`config.mk`:
```
export PLATFORM = sky130hd
export DESIGN_NAME = universal_shift_reg
export DESIGN_NICKNAME = d
export VERILOG_FILES = /design/src/rtl/universal_shift_reg.sv
export SDC_FILE = /design/constraint.sdc
export NUM_CORES = 1
export LEC_CHECK = 0
export CORE_MARGIN = 1.5
export CORE_UTILIZATION = 54
export CTS_BUF_LIST = sky130_fd_sc_hd__clkbuf_4 sky130_fd_sc_hd__clkbuf_8 sky130_fd_sc_hd__clkbuf_16
export CTS_CLUSTER_SIZE = 14
export DETAILED_ROUTE_END_ITERATION = 10
export DONT_BUFFER_PORTS = 1
export GPL_TIMING_DRIVEN = 0
export PLACE_DENSITY = 0.8
export RECOVER_POWER = 100
export SLEW_MARGIN = 20
export SYNTH_ARGS = -nofsm -noshare
export SYNTH_HDL_FRONTEND = slang
export SYNTH_SLANG_ARGS = --single-unit
```
`constraint.sdc`:
```
create_clock -name clk -period 1.5 [get_ports clk]
set_clock_uncertainty 0.2 [all_clocks]
set_input_delay 0.375 -clock clk [delete_from_list [all_inputs] [get_ports clk]]
set_output_delay 0.375 -clock clk [all_outputs]
set_load 0.005 [all_outputs]
```
`src/rtl/universal_shift_reg.sv`:
```
// rtl/universal_shift_reg.sv - WIDTH-bit load/shift/rotate/clear register with saturating shift counter
// Optional feature macro: PARITY_EN adds the combinational even-parity output "parity".
module universal_shift_reg #(
  parameter int WIDTH = 8,
  parameter logic [WIDTH-1:0] RESET_VALUE = {WIDTH{1'b0}},
  localparam int CNT_W = $clog2(WIDTH + 1)
) (
  input  logic             clk,
  input  logic             reset,
  input  logic             en,
  input  logic [2:0]       mode,
  input  logic [WIDTH-1:0] D,
  input  logic             ser_in_r,
  input  logic             ser_in_l,
  output logic [WIDTH-1:0] Q,
  output logic             ser_out_l,
  output logic             ser_out_r,
  output logic [CNT_W-1:0] shift_cnt,
  output logic             cnt_full
`ifdef PARITY_EN
  ,
  output logic             parity
`endif
);

  typedef enum logic [2:0] {
    MODE_HOLD  = 3'b000,
    MODE_LOAD  = 3'b001,
    MODE_SHL   = 3'b010,
    MODE_SHR   = 3'b011,
    MODE_ROL   = 3'b100,
    MODE_ROR   = 3'b101,
    MODE_CLEAR = 3'b110,
    MODE_RSVD  = 3'b111
  } mode_e;

  localparam logic [CNT_W-1:0] CNT_MAX = CNT_W'(WIDTH);
  localparam logic [CNT_W-1:0] CNT_ONE = CNT_W'(1);

  mode_e mode_q;
  logic  is_shift;
  logic [CNT_W-1:0] cnt_next;

  assign mode_q = mode_e'(mode);

  always_comb begin
    is_shift = 1'b0;
    case (mode_q)
      MODE_SHL, MODE_SHR, MODE_ROL, MODE_ROR: is_shift = 1'b1;
      default:                                is_shift = 1'b0;
    endcase
  end

  // The counter sticks at WIDTH so cnt_full stays asserted until the next load/clear/reset.
  assign cnt_next = (shift_cnt == CNT_MAX) ? CNT_MAX : shift_cnt + CNT_ONE;

  always_ff @(posedge clk) begin
    if (reset) begin
      Q         <= RESET_VALUE;
      shift_cnt <= '0;
    end else if (en) begin
      case (mode_q)
        MODE_LOAD: begin
          Q         <= D;
          shift_cnt <= '0;
        end
        MODE_SHL:   Q <= {Q[WIDTH-2:0], ser_in_r};
        MODE_SHR:   Q <= {ser_in_l, Q[WIDTH-1:1]};
        MODE_ROL:   Q <= {Q[WIDTH-2:0], Q[WIDTH-1]};
        MODE_ROR:   Q <= {Q[0], Q[WIDTH-1:1]};
        MODE_CLEAR: begin
          Q         <= RESET_VALUE;
          shift_cnt <= '0;
        end
        default:    Q <= Q;
      endcase
      if (is_shift) begin
        shift_cnt <= cnt_next;
      end
    end
  end

  assign ser_out_l = Q[WIDTH-1];
  assign ser_out_r = Q[0];
  assign cnt_full  = (shift_cnt == CNT_MAX);

`ifdef PARITY_EN
  assign parity = ^Q;
`endif

endmodule

```
# [After elaboration in Yosys (flattened, before gate mapping)]
# Index checks and enable logic that the tools add are counted.
[word_totals] out_inout_bits=15 regBits=12 word_cells=21
[classes] reduce_logical=6 n_mux=5 add_sub_neg=1 n_eq_ne=7
[ops] op="8-bit case mux with 6 select lines" n=1
[ops] op="4-bit two-way mux" n=3
[ops] op="3-bit equality test, second input constant" n=3
[ops] op="3-bit by 2-bit equality test with 1-bit output, second input constant" n=2
[ops] op="6-bit nonzero test" n=1
[ops] op="4-bit by 1-bit adder with 4-bit output, second input constant" n=1
[ops] op="4-bit equality test, second input constant" n=1
[ops] op="2-bit AND reduction" n=2
[ops] op="4-bit OR reduction" n=1
[ops] op="3-bit by 1-bit equality test with 1-bit output, second input constant" n=1
[ops] op="2-bit nonzero test" n=1
[ops] op="2-bit OR reduction" n=1
[ops] op="1-bit two-way mux" n=1

# [Logic depth before layout (Yosys ltp)]
# Gate-level depths: netlist (run 1).
[logic_depth] ltp_word=5 depth_mapped=6 depth_no_buf=6

# [Least setup slack after synthesis (run 1)]
# OpenSTA, ideal clock, no wires.
[synth_timing] path_type="input to register" startpoint="input port mode[0]" endpoint="register Q[1]" setup_slack_ns=-0.162 stages=6 setup_time_ns=0.131 arrival_ns=1.331 n_path_buf=2 cell_sequence="buf_4 or3b_1 buf_2 o22ai_2 o221a_1 nor3_1"
[synth_via] elab_chain_cells=3 word_cells_on_any_way=9
[synth_lines] element="start, declared" line="11" text="input logic [2:0] mode,"
[synth_lines] element="3-bit equality test, or another cell as far along" line="62" text="case (mode_q)"
[synth_lines] element="6-bit nonzero test (no source line)"
[synth_lines] element="2-bit AND reduction (no source line)"
[synth_lines] element="end signal, assigned" line="67" text="MODE_SHL: Q <= {Q[WIDTH-2:0], ser_in_r};"
[synth_lines] element="end signal, assigned" line="68" text="MODE_SHR: Q <= {ser_in_l, Q[WIDTH-1:1]};"
[synth_lines] element="end signal, assigned" line="69" text="MODE_ROL: Q <= {Q[WIDTH-2:0], Q[WIDTH-1]};"
[synth_lines] element="end, declared" line="15" text="output logic [WIDTH-1:0] Q,"
# Parallel ways exist; a longest one is shown, timed or not.
# A chain may end at the register's enable or synchronous reset.

# [Final worst setup path (run 1)]
[layout_timing] startpoint="register shift_cnt[1]" endpoint="output port cnt_full"
[layout_via] elab_chain_cells=1
[layout_lines] element="start, declared" line="18" text="output logic [CNT_W-1:0] shift_cnt,"
[layout_lines] element="start signal, assigned" line="78" text="shift_cnt <= cnt_next;"
[layout_lines] element="4-bit equality test" line="85" text="assign cnt_full = (shift_cnt == CNT_MAX);"
[layout_lines] element="end, declared" line="19" text="output logic cnt_full"
# No other way between the ends.

==> results of run 1 <==
==> stage by stage <==
stage,power (mW),instance area (sq um),cells,TNS (ns),utilization (%)
2_1_floorplan,0.514,857,100,-0.326,-
3_3_place_gp,0.541,876,115,-1.18,64.1
3_5_place_dp,0.548,876,115,-1.53,64.1
4_1_cts,0.825,970,125,-0.260,71.0
5_1_grt,0.884,991,125,-0.368,72.5
6_report,0.844,991,125,-0.235,72.5
==> repair_timing <==
action,in CTS,in global routing
hold endpoints to repair,2,0
hold buffers,1,0
pin swaps,1,0
setup endpoints to repair,3,3
resized for setup,7,4
setup buffers,6,0
==> sequential cells by signal, summed over array words and instances (netlist names) <==
| name | flops |
|---|---|
| shift_cnt | 4 |
| Q | 8 |
==> how the worst max path moves through the flow <==
| stage | depth (start not counted) | from | slack, ns | end |
|---|---|---|---|---|
| floorplan | 6 | mode[0] | -0.13 | Q[1] |
| detailed placement | 6 | mode[0] | -0.21 | Q[1] |
| global route | 3 | shift_cnt[1] | -0.18 | cnt_full |
| global placement | 6 | mode[0] | -0.21 | Q[1] |
| finish | 3 | shift_cnt[1] | -0.14 | cnt_full |
| CTS | 3 | shift_cnt[1] | -0.13 | cnt_full |
==> worst max-delay path, cell delays in order (launching register included) <==
cell	delay, ns
dfxtp_4	0.38
inv_2	0.05
ha_4	0.15
and3b_1	0.21
==> cells in the mapped netlist, drive strengths merged <==
master / n
a21oi: 10
a221oi: 7
a22o: 1
a311oi: 1
a31o: 1
a31oi: 1
and2: 1
and3b: 1
buf: 7
clkbuf: 2
dfxtp: 12
ha: 2
inv: 9
mux2: 1
mux2i: 1
nand2: 7
nand3: 6
nand3b: 1
nand4: 1
nor2: 10
nor2b: 2
nor3: 1
nor3b: 1
o211a: 1
o21ai: 2
o221a: 1
o221ai: 5
o22ai: 1
or3: 1
or3b: 1
xnor2: 1
xor2: 1
==> cell type report <==
class / instances / area [sq um] / share of cell area, %
clock buffer: 4 / 36.3 / 3.66
timing repair buffer: 6 / 47.5 / 4.80
sequential: 12 / 248 / 25.0
buffer: 9 / 78.8 / 7.95
tap: 15 / 18.8 / 1.89
multi-input combinational: 70 / 526 / 53.0
inverter: 9 / 36.3 / 3.66
==> cells by family after synthesis <==
family	count (synthesis)	share of synthesized area [%]
and+or+nand+nor	33	21.7
AOI/OAI and AO/OA	31	28.7
buffers and inverters	18	11.2
DFF	12	29.0
xor gates and xnor gates	2	3.92
muxes	2	2.56
adders and majority gates	2	3.02
==> power by group <==
group          internal (mW)  switching, mW  total, mW
logic                 0.0994          0.108      0.207
registers              0.338         0.0268      0.365
clock network          0.148          0.123      0.271
total                  0.585          0.258      0.844
==> per-layer routing <==
metal	share of wire, %	wire length [microns]	track usage [%]	vias up
li1	-	-	-	391
met1	42	992	33.9	396
met2	49	1150	43.1	37
met3	5.9	138	7.76	10
met4	2.8	65	14.4	0
met5	0	0	0	-
==> summary.md, run 1 <==
| Metric | Value |
|---|---|
| Status | finished, violations left |
| Violated checks | setup timing |
| Slew Limit Fails | 0 |
| Global-route wire length before repair | roughly 3700 microns |
| Total Routing Usage GR | 27.5% |
| IO buf count | 0 |
| Clock latency on the worst-skew pair | approximately 0.28 ns |
| Vias in the first global route | around 850 |
| Final WL | 2340 microns |
| Final min period | approximately 1.6 ns |
| Routed vias | 834 |
| Syn-to-layout area delta | 19.5% |
| Final Cycle Share | 110% |
| Antenna Cells | 0 |
| Gr ovfl total | 0 |
| Synth Register Bits | 12 |
| Initial Utilization | roughly 61% |
| Placer Congestion | roughly 0.79 |
| Final setup vio count | 3 |
| Max-cap violations | 0 |
| Synth top area cells | dfxtp_1 29%, a221oi_1 6.3%, a21oi_1 6.0%, o221ai_1 5.3%, inv_1 4.1% |
| Number of routed nets with antenna violations | 0 |
| Clock Sinks | 12 |
| Arr. time, crit path | ~1.1 ns |
| Initial antenna violation count | 0 |
| Crit path max fanout | 5 |
| Reg2reg path depth | 8 |
| FF-to-FF End | shift_cnt[0] |
| Worst EP required | ~0.92 ns |
| Post-synthesis sequential area ratio | approximately 29% |
| Worst hold path type | in -> reg |
| Netlist Area Pre-Place | 830 sq um |
| Via density | between 6 and 7 |
| CTS H-Tree Depth | 1 |
| Total I/O pin count | 31 |
| Worst setup EP type | output pin |
| Die span in x | ~42 microns |
| Setup CP Type | reg -> out |
| Final Hold Vio Count | 0 |
| Die footprint | between 1500 and 2000 sq um |
| Worst-path clk slew | approximately 0.080 ns |
| Power per cell area | between 800 and 900 nW/um^2 |
| Core Box Area | 1370 sq um |
| Syn avg cell area | 8.30 sq um |
| Syn_nets | between 100 and 150 |
| Reg-to-Reg Start | shift_cnt[0] |
| Max IR drop VDD | 0.000485 V |
| Hold Crit Depth | 2 |
| Commonest non-fill, non-tap cell in the layout | dfxtp_1 |
| Hold path endpoint | shift_cnt[3] |
| Hold WS | ~0.087 ns |
| Top cell type's share of synthesized area | ~29% |
| Fill count | 113 |
| Layout cells sized above 1 | 29.1% |
| Synth Instances | 100 |
| Per-cell routed wire length | 18.8 microns |
| Synth warn | 0 |
| Clock Tree Root | clkbuf_4 |
| Placement Setup Slack | -0.210 ns |
| F_max | between 0.6 and 0.7 GHz |
| CP startpoint kind | flop |
| Row count | 13 |
| Setup ws final | -0.144 ns |
| DIE HEIGHT | around 42 microns |
| Netlist cell types | 38 |
| Cts bufs inserted | 3 |
| Hold Crit Start | en |
| RSZ-0062 raised after global routing | true |
| Commonest non-fill, non-tap cells in the layout | 10 x dfxtp_1, 9 x nor2_1, 9 x a21oi_1 |
| CTS tree | done |
| Final HPWL DP | 1490 microns |
| Largest net degree at the start of global routing | 11 |
| Clock Tree Buf Depth | 2 |
| Slew margin rel. | 66.5% |
| P_leak | roughly 0.38 nW |
| Pre-antenna DRT Iters | 4 |
| Area leader, netlist | dfxtp_1 |
| Layout Nets | around 130 |
| Iteration-0 DRC count of the detailed router | 30 |
| Drt drc | 0 |
| Reg2Reg Setup Slack | -0.07 ns |
| Slew @ Worst Pin | around 0.5 ns |
No activity file was read; power rests on OpenSTA's default activity.
==> inputs of run 2 (changes only) <==
- SETUP_SLACK_MARGIN: default -> 0.1
==> run 2 against run 1 <==
Net effect: the run still ends with setup timing left; final cell count decreased by 0.80%; flip-flop and latch count did not move; clock power is essentially flat; power rose by 1.0%; design area up 5.9%; combinational power is 5% higher; critical endpoint unchanged; highest routed layer unchanged.
==> summary.md, run 2 (synthesis gave the netlist of run 1 again) <==
| Metric | Value |
|---|---|
| Initial antenna violation count | 0 (unchanged) |
| Clock Sinks | 12 (unchanged) |
| Die footprint | 1780 sq um (unchanged) |
| Crit path max fanout | 4 (-1) |
| Antenna Cells | 0 (unchanged) |
| Placer Congestion | 0.819 (+4.3%) |
| Pre-antenna DRT Iters | 4 (unchanged) |
| Iteration-0 DRC count of the detailed router | 12 (-60%) |
| Commonest non-fill, non-tap cells in the layout | 10 x dfxtp_1, 9 x nor2_1, 9 x a21oi_1 |
| Gr ovfl total | 0 (unchanged) |
| CTS H-Tree Depth | 1 (unchanged) |
| Vias in the first global route | 695 (-18%) |
| Arr. time, crit path | 1.08 ns (about the same) |
| Internal power | 593 uW (+1.2%) |
| Drt drc | 0 (unchanged) |
| Row count | 13 (unchanged) |
| Max IR drop VDD | 0.000584 V (+20%) |
| Worst setup EP type | output pin |
| Final min period | 1.66 ns (+0.0155 ns) |
| Final HPWL DP | 1390 microns (-6.5%) |
| Max-cap violations | 0 (unchanged) |
| Max reg flops | 8 (unchanged) |
| Largest regs | Q (8), shift_cnt (4) |
| Sequential Power Share | 43.0% (-0.3 points) |
| Layout Nets | 128 (-0.78%) |
| Worst hold path type | in -> reg |
| Clk pwr share | 31.6% (-0.5 points) |
| RSZ-0062 raised after global routing | true |
| Crit-path cells | inv_4 -> ha_4 -> and3b_2 |
| Slowest CP cell | dfxtp_4 |
| Placement Setup Slack | -0.197 ns (+0.0123 ns) |
| Via density | 6.43 (-3.7%) |
| Die span in x | 42.2 microns (unchanged) |
| Util after Layout | 76.8% (+4.3 points) |
| Status | finished, violations left |
| Clock latency on the worst-skew pair | 0.28 ns (about the same) |
| Layout cells sized above 1 | 35.8% (+6.7 points) |
| DIE HEIGHT | 42.2 microns (unchanged) |
| Final WL | 2040 microns (-13%) |
| Final Hold Vio Count | 0 (unchanged) |
| Biggest register | Q |
| Worst-path clk slew | 0.08 ns (about the same) |
| F_max | 0.603 GHz (-0.94%) |
| Setup ws final | -0.159 ns (-0.0155 ns) |
| Routed vias | 797 (-4.4%) |
| Delay of the slowest critical-path stage | 0.40 ns (+0.02 ns) |
| Combinational group share of total power | 25.4% (+0.8 points) |
| Global-route wire length before repair | 3080 microns (-18%) |
| Design Power | 853 uW (+1.0%) |
| Initial Utilization | 60.7% (unchanged) |
| CTS tree | done |
| Slew Limit Fails | 0 (unchanged) |
| Slew @ Worst Pin | 0.496 ns (-0.00731 ns) |
| Clock Tree Buf Depth | 2 (unchanged) |
| P_leak | 0.394 nW (+3.2%) |
| Per-cell routed wire length | 16.4 microns (-12%) |
| Core Box Area | 1370 sq um (unchanged) |
| Total I/O pin count | 31 (unchanged) |
| Cts bufs inserted | 3 (unchanged) |
| Worst EP required | 0.92 ns (about the same) |
| Syn-to-layout area delta | 26.5% |
| Final setup vio count | 2 (-1) |
| Number of routed nets with antenna violations | 0 (unchanged) |
| Violated checks | setup timing |
| Largest net degree at the start of global routing | 11 (unchanged) |
| Sw Share | 30.5% (-0.13 points) |
| Clock Tree Root | clkbuf_4 |
| CP startpoint kind | flop |
| Slew margin rel. | 67.0% (+0.49 points) |
| Power per cell area | 812 nW/um^2 (-4.6%) |
| Total Routing Usage GR | 22.1% (-5.4 points) |
| Commonest non-fill, non-tap cell in the layout | dfxtp_1 |
| IO buf count | 0 (unchanged) |
| Setup CP Type | reg -> out |
| Final Cycle Share | 111% (+1.0 points) |
| Net load switching power | 260 uW (+0.62%) |
run 2: worst paths after layout:
path / from / end / slack [ns] / depth (start not counted)
worst max-delay path: shift_cnt[0] / cnt_full / -0.16 / 3
worst min-delay path: en / shift_cnt[3] / 0.07 / 2
worst max register to register: shift_cnt[0] / shift_cnt[2] / -0.04 / 6
worst min register to register: shift_cnt[1] / shift_cnt[1] / 0.33 / 2
run 2: routing by layer:
layer	track usage, %	share of wire [%]	up-vias
li1	-	-	384
met5	0	0	-
met2	35.7	46	23
met4	6.25	1.0	0
met1	27.9	45	386
met3	7.33	7.3	4
run 2: final cells by class:
cell class / count / area, sq um
well taps: 15 / 18.8
plain buffers: 9 / 88.8
clock buffers: 4 / 36.3
repair buffers: 5 / 43.8
multi-input cells: 70 / 576
inverters: 9 / 38.8
fillers: 101 / 317
flip-flops and latches: 12 / 248
run 2: what timing repair did:
item	in CTS	in global routing
pin swaps	1	8
setup buffers	1	3
gates cloned	0	0
hold buffers	1	0
setup endpoints to repair	5	7
endpoints found under the hold margin	2	0
gates resized for setup	9	20
run 2: critical path, delay by kind of cell, from the launching register on:
family / cells / cell delay, ns
DFF: 1 / 0.40
and+or+nand+nor: 1 / 0.23
adders and majority gates: 1 / 0.14
buffers and inverters: 1 / 0.05
run 2: per-stage QoR:
step / cell area [sq um] / instances / hold slack, ns / TNS [ns]
finish: 1050 / 124 / 0.0714 / -0.196
global route: 1050 / 124 / 0.0635 / -0.387
CTS: 950 / 121 / 0.0780 / -0.178
detailed placement: 880 / 115 / 0.243 / -1.28
global placement: 880 / 115 / 0.242 / -1.07
floorplan: 861 / 100 / 0.241 / -0.324
run 2: power groups by stage:
stage / registers, mW / logic [mW] / clock network (mW)
floorplan: 0.366 / 0.149 / 0
global placement: 0.372 / 0.171 / 0
detailed placement: 0.373 / 0.174 / 0
CTS: 0.365 / 0.183 / 0.264
global route: 0.370 / 0.237 / 0.286
finish: 0.367 / 0.217 / 0.269
